$ cat src/rtl/seven_seg_pkg.sv
// Shared constants and types for the multiplexed seven-segment scanner:
// segment table, cathode bit positions and the per-digit configuration payload.
package seven_seg_pkg;

  localparam int unsigned SEG_W = 7;
  localparam int unsigned CT_W  = 8;
  localparam int unsigned CT_A  = 0;
  localparam int unsigned CT_G  = 6;
  localparam int unsigned CT_DP = 7;

  // Active-low a..g patterns indexed by hex value (bit 0 = a).
  localparam logic [SEG_W-1:0] SEG_TABLE [16] = '{
    7'h40, 7'h79, 7'h24, 7'h30, 7'h19, 7'h12, 7'h02, 7'h78,
    7'h00, 7'h10, 7'h08, 7'h03, 7'h46, 7'h21, 7'h06, 7'h0E
  };

  typedef struct packed {
    logic [3:0] digit;
    logic       dp;
    logic       blank;
  } digit_cfg_t;

  localparam digit_cfg_t CFG_RESET = '{digit: 4'h0, dp: 1'b0, blank: 1'b1};

endpackage

$ cat src/rtl/seven_seg_decoder.sv
// Combinational hex nibble to active-low a..g segment decode.
module seven_seg_decoder
  import seven_seg_pkg::*;
(
  input  logic [3:0]       hex,
  output logic [SEG_W-1:0] seg_c
);

  always_comb begin
    seg_c = SEG_TABLE[hex];
  end

endmodule

$ cat src/rtl/seven_seg_scanner.sv
// Time-multiplexed seven-segment display driver with frame-synchronous
// (tear-free) content update, leading-zero suppression and PWM dimming.
module seven_seg_scanner
  import seven_seg_pkg::*;
#(
  parameter int unsigned NUM_DIGITS   = 8,
  parameter int unsigned CLK_HZ       = 100_000_000,
  parameter int unsigned REFRESH_HZ   = 60,
  parameter int unsigned DIGIT_CYCLES = CLK_HZ / (REFRESH_HZ * NUM_DIGITS)
) (
  input  logic                    clk,
  input  logic                    rst,
  input  logic [4*NUM_DIGITS-1:0] digits,
  input  logic [NUM_DIGITS-1:0]   dp,
  input  logic [NUM_DIGITS-1:0]   blank,
  input  logic                    lz_en,
  input  logic [3:0]              brightness,
  input  logic                    load,
  output logic [NUM_DIGITS-1:0]   AN,
  output logic [CT_W-1:0]         CT,
  output logic                    frame_done
);

  localparam int unsigned SLOT_W = (DIGIT_CYCLES > 1) ? $clog2(DIGIT_CYCLES) : 1;
  localparam int unsigned IDX_W  = (NUM_DIGITS > 1) ? $clog2(NUM_DIGITS) : 1;
  localparam logic [SLOT_W-1:0] SLOT_LAST = SLOT_W'(DIGIT_CYCLES - 1);
  localparam logic [IDX_W-1:0]  IDX_LAST  = IDX_W'(NUM_DIGITS - 1);

  if (DIGIT_CYCLES < 16) begin : g_bad_digit_cycles
    $error("seven_seg_scanner: DIGIT_CYCLES must be at least 16");
  end
  if (NUM_DIGITS < 1 || NUM_DIGITS > 8) begin : g_bad_num_digits
    $error("seven_seg_scanner: NUM_DIGITS must be in 1..8");
  end

  logic [SLOT_W-1:0] slot_q, slot_nxt;
  logic [IDX_W-1:0]  idx_q, idx_nxt;
  logic [3:0]        pwm_q, pwm_nxt;

  digit_cfg_t [NUM_DIGITS-1:0] load_cfg;
  digit_cfg_t [NUM_DIGITS-1:0] pend_q, pend_nxt;
  digit_cfg_t [NUM_DIGITS-1:0] act_q, act_nxt;
  logic                        lz_pend_q, lz_pend_nxt;
  logic                        lz_act_q, lz_act_nxt;

  logic                  frame_end;
  logic                  zero_run;
  logic [NUM_DIGITS-1:0] dark;
  digit_cfg_t            sel;
  logic [SEG_W-1:0]      seg_c;
  logic                  lit;
  logic [NUM_DIGITS-1:0] an_nxt;
  logic [CT_W-1:0]       ct_nxt;
  logic                  fd_nxt;

  // Counters, pending/active promotion and next-cycle digit selection.
  always_comb begin
    slot_nxt    = slot_q + SLOT_W'(1);
    idx_nxt     = idx_q;
    pwm_nxt     = pwm_q + 4'd1;
    load_cfg    = '0;
    pend_nxt    = pend_q;
    lz_pend_nxt = lz_pend_q;
    act_nxt     = act_q;
    lz_act_nxt  = lz_act_q;
    zero_run    = 1'b1;
    dark        = '0;

    frame_end = (slot_q == SLOT_LAST) && (idx_q == IDX_LAST);

    if (slot_q == SLOT_LAST) begin
      slot_nxt = '0;
      idx_nxt  = (idx_q == IDX_LAST) ? '0 : idx_q + IDX_W'(1);
    end

    for (int k = 0; k < int'(NUM_DIGITS); k++) begin
      load_cfg[k] = '{digit: digits[4*k +: 4], dp: dp[k], blank: blank[k]};
    end

    if (load) begin
      pend_nxt    = load_cfg;
      lz_pend_nxt = lz_en;
    end

    // A load landing on the frame's last cycle is promoted directly.
    if (frame_end) begin
      act_nxt    = pend_nxt;
      lz_act_nxt = lz_pend_nxt;
    end

    for (int k = int'(NUM_DIGITS) - 1; k >= 0; k--) begin
      zero_run = zero_run && (act_nxt[k].digit == 4'h0);
      dark[k]  = act_nxt[k].blank || (lz_act_nxt && (k > 0) && zero_run);
    end

    sel = act_nxt[idx_nxt];
  end

  seven_seg_decoder u_decoder (
    .hex   (sel.digit),
    .seg_c (seg_c)
  );

  // Output image for the upcoming cycle. PWM is gated on its pre-increment
  // value so the slot-0 guard never swallows a duty step (level 0 = 1/16).
  always_comb begin
    an_nxt = '1;
    ct_nxt = '1;
    fd_nxt = (slot_nxt == SLOT_LAST) && (idx_nxt == IDX_LAST);
    lit    = (slot_nxt != '0) && !dark[idx_nxt] && (pwm_q <= brightness);

    if (lit) begin
      an_nxt              = ~(NUM_DIGITS'(1) << idx_nxt);
      ct_nxt[CT_G:CT_A]   = seg_c;
      ct_nxt[CT_DP]       = ~sel.dp;
    end
  end

  always_ff @(posedge clk) begin
    if (rst) begin
      slot_q     <= '0;
      idx_q      <= '0;
      pwm_q      <= '0;
      pend_q     <= {NUM_DIGITS{CFG_RESET}};
      act_q      <= {NUM_DIGITS{CFG_RESET}};
      lz_pend_q  <= 1'b0;
      lz_act_q   <= 1'b0;
      AN         <= '1;
      CT         <= '1;
      frame_done <= 1'b0;
    end else begin
      slot_q     <= slot_nxt;
      idx_q      <= idx_nxt;
      pwm_q      <= pwm_nxt;
      pend_q     <= pend_nxt;
      act_q      <= act_nxt;
      lz_pend_q  <= lz_pend_nxt;
      lz_act_q   <= lz_act_nxt;
      AN         <= an_nxt;
      CT         <= ct_nxt;
      frame_done <= fd_nxt;
    end
  end

endmodule

$ cat config.mk
export PLATFORM = sky130hd
export DESIGN_NAME = seven_seg_scanner
export DESIGN_NICKNAME = d
export VERILOG_FILES = /design/src/rtl/seven_seg_pkg.sv /design/src/rtl/seven_seg_decoder.sv /design/src/rtl/seven_seg_scanner.sv
export SDC_FILE = /design/constraint.sdc
export NUM_CORES = 1
export LEC_CHECK = 0
export CAP_MARGIN = 10
export CORE_AREA = 2 2 127 98
export DETAILED_ROUTE_END_ITERATION = 8
export DIE_AREA = 0 0 129 100
export PLACE_DENSITY = 0.84
export SLEW_MARGIN = 20
export SYNTH_ARGS = -nofsm -noshare
export SYNTH_HDL_FRONTEND = slang
export SYNTH_SLANG_ARGS = --single-unit
$ cat constraint.sdc
create_clock -name clk -period 5.6 [get_ports clk]
set_clock_uncertainty 0.2 [all_clocks]
set_input_delay 0.56 -clock clk [delete_from_list [all_inputs] [get_ports clk]]
set_output_delay 0.56 -clock clk [all_outputs]
set_load 0.01 [all_outputs]
==> metrics.yaml <==
max_cap_viol_count: 0
area_growth_pct: 18.53
final.period_utilization_pct: 86.22
yosysTopAreaCell: "dfxtp_1"
async_flop_share_pct: 0
post_cts_buffers: 0
num_rows: 35
critPathMostFrequentCell: "ha_1"
core_area_um2: 11870
synth_warnings: 0
hp-start: "pwm_q[0]"
layout.cells.non_filler: 992
syn_inst: 767
criticalPathCategory: "reg -> reg"
synthesis.area_um2: 7000
worstPathArrival_ns: 5.00
vdd.ir_drop.worst_mv: 0.2417
clk_pin_slew_worst_paths_ns: 0.06
rsz0062_at_grt: "false"
routed_wl_um: 17960
cp_num_buf_inv: 3
grt_max_degree: 82
pre_cts_slack_ns: 1.050
seq_power_share_pct: 45.3
clockBufferDepth: 2
worst_pin_slew_ns: 0.8043
cts-resized-gates: 0
cp.required_ns: 5.77
drv_slew: 0
boundaryPins: 73
power.leakage_uw: 0.003060
gp_congestion: 0.9587
h-tree-depth: 4
synth_enable_flop_cells: 0
final_common_cell: "dfxtp_1"
mostFrequentLayoutCells: "dfxtp_1, nor2_1, mux2i_1, clkdlybuf4s50_1, nand2_1"
internal-power_uw: 1740
synth.avg_cell_area_um2: 9.127
clk_latency_ns: 0.43
hold_viol: 0
synth_seq_area_share_pct: 40.04
io_buffers: 72
cts_made_buffers: 17
fmax_mhz: 207.1
cts.sinks: 140
reg2reg_depth: 14
end_kind: "register"
first_pass_iters: 6
netSwitchingFraction_pct: 23.91
n_antenna_cell: 0
hold_depth: 1
drc: 0
nets: 884
synthDistinctLibCells: 82
drive_gt1_share_pct: 12.35
crit_chain: "ha_1 -> ha_1 -> inv_1 -> nor3_4 -> buf_12 -> mux2i_1 -> mux2_2 -> o21ai_0 -> o311a_1 -> ha_1 -> inv_1 -> a2111oi_0 -> a31oi_1 -> nand3_1"
hp-class: "reg -> reg"
relSlewSlack_pct: 46.38
hpwl_um: 12860
tns_ns: 0
setup_viol: 0
dpl.cell_count: 960
vias_per_cell: 5.988
synth.top_cell.area_share_pct: 40.04
routedWlPerCell_um: 18.10
comb_power_share_pct: 7.2
synth_flop_cell: "dfxtp_1"
cts-hold-fix-buffers: 0
cp-startpoint: "idx_q[0]"
crit_slowest_cell: "dfxtp_1"
die_h_um: 100
ant_nets: 0
r2r_end: "CT[0]"
cts_tree: "done"
switchingPower_uw: 546.6
antenna_found_initial: 0
grt.overflow.total: 0
r2r-start: "idx_q[0]"
timing.final.ws_setup_ns: 0.7719
grt_first_pass_wirelength_um: 28670
whs_endpoint: "pwm_q[0]"
clockPowerShare_pct: 47.6
synth_area_leaders: "dfxtp_1, mux2i_1, nor2_1, mux2_2, a211oi_1"
status: "finished clean"
powerDensity_nw_per_um2: 275.5
cts_root_buf: "clkbuf_16"
die-area_um2: 12900
initial_core_util_pct: 58.99
grt_pass1_vias: 5556
drt_iter0_drc: 600
path_delay_family: "compound AO/OA/AOI/OAI gates"
crit_fanout: 47
gr-usage-all-layers_pct: 28.51
syn_nets: 838
die_w_um: 129
startpoint_type: "register"
vias: 5940
fin_crit_ns: 4.828
r2r_slack_ns: 0.77
critPathMaxStageDelay_ns: 0.65
synth_seq_cells: 140
-- worst max-delay path by stage --
| stage | end | slack [ns] | depth (start not counted) |
|---|---|---|---|
| 2_1_floorplan | CT[3] | 2.20 | 14 |
| 3_3_place_gp | CT[3] | 1.30 | 13 |
| 3_5_place_dp | CT[0] | 1.05 | 14 |
| 4_1_cts | CT[0] | 0.92 | 14 |
| 5_1_grt | CT[0] | 0.37 | 14 |
| 6_report | CT[0] | 0.77 | 14 |
-- flip-flops by register name (all words and copies together) (netlist names) --
name        count
CT              8
pwm_q           4
pend_q         48
slot_q         18
act_q          48
lz_pend_q       1
AN              8
frame_done      1
idx_q           3
lz_act_q        1
-- power groups by stage --
stage                     clock network (µW)  registers (µW)  logic [µW]
after floorplan                            0            1050        96.3
after global placement                     0            1050         156
after detailed placement                   0            1060         162
after CTS                               1090            1030         163
after global routing                    1140            1040         179
final                                   1090            1030         164
-- stage by stage --
stage	power (µW)	util, %	instance area, µm²	hold WS, ns
final	2286	69.92	8298	0.2795
after global routing	2352	69.92	8298	0.3170
after CTS	2287	69.89	8294	0.2878
after detailed placement	1218	65.08	7724	0.2733
after global placement	1210	65.08	7724	0.2429
after floorplan	1147	-	7000	0.2271
-- layer usage --
metal  up-vias  global-route usage, %  wire length, µm
met5         -                      0                0
met1      2839                  41.75             8442
met2       265                  42.65             7828
met3        24                  6.130             1470
li1       2812                      -                -
met4         0                  7.692              217
-- Yosys cell counts (10+ instances only) --
cell type	n
clkbuf_1	22
nand2b_1	19
nor2_1	114
a21oi_1	19
nor3_1	11
nand3_1	18
a211oi_1	27
inv_1	23
nand2_1	48
buf_2	12
nor4_1	10
nor2b_1	16
mux2i_1	75
dfxtp_1	140
o21ai_0	21
ha_1	15
mux2_2	21
-- cell type report --
cell class	count	area (µm²)
Clock buffer	20	456.7
Sequential cell	140	2803
Clock inverter	12	113.9
Tap cell	166	207.7
Fill cell	881	3570
Multi-Input combinational cell	551	3849
Timing Repair Buffer	79	778.2
Inverter	24	90.09
-- worst reg2reg max path, cell delays in order (launching register included) --
cell and delay, ns:
dfxtp_1 0.65, ha_1 0.25, ha_1 0.59, inv_1 0.23, nor3_4 0.58, buf_12 0.31, mux2i_1 0.13, mux2_2 0.26
o21ai_0 0.16, o311a_1 0.32, ha_1 0.23, inv_1 0.05, a2111oi_0 0.55, a31oi_1 0.11, nand3_1 0.14
-- cell families (layout without fill, tap and decap cells) --
group | Yosys count | count (layout) | synth area share, %
AOI/OAI and AO/OA | 128 | 128 | 13.69
muxes | 99 | 99 | 14.91
and+or+nand+nor | 294 | 294 | 21.77
adders and majority gates | 15 | 15 | 2.681
buffers and inverters | 76 | 135 | 5.040
DFF | 140 | 140 | 40.04
xor gates and xnor gates | 15 | 15 | 1.877
Note: power is estimated with default switching activity, not from simulation.
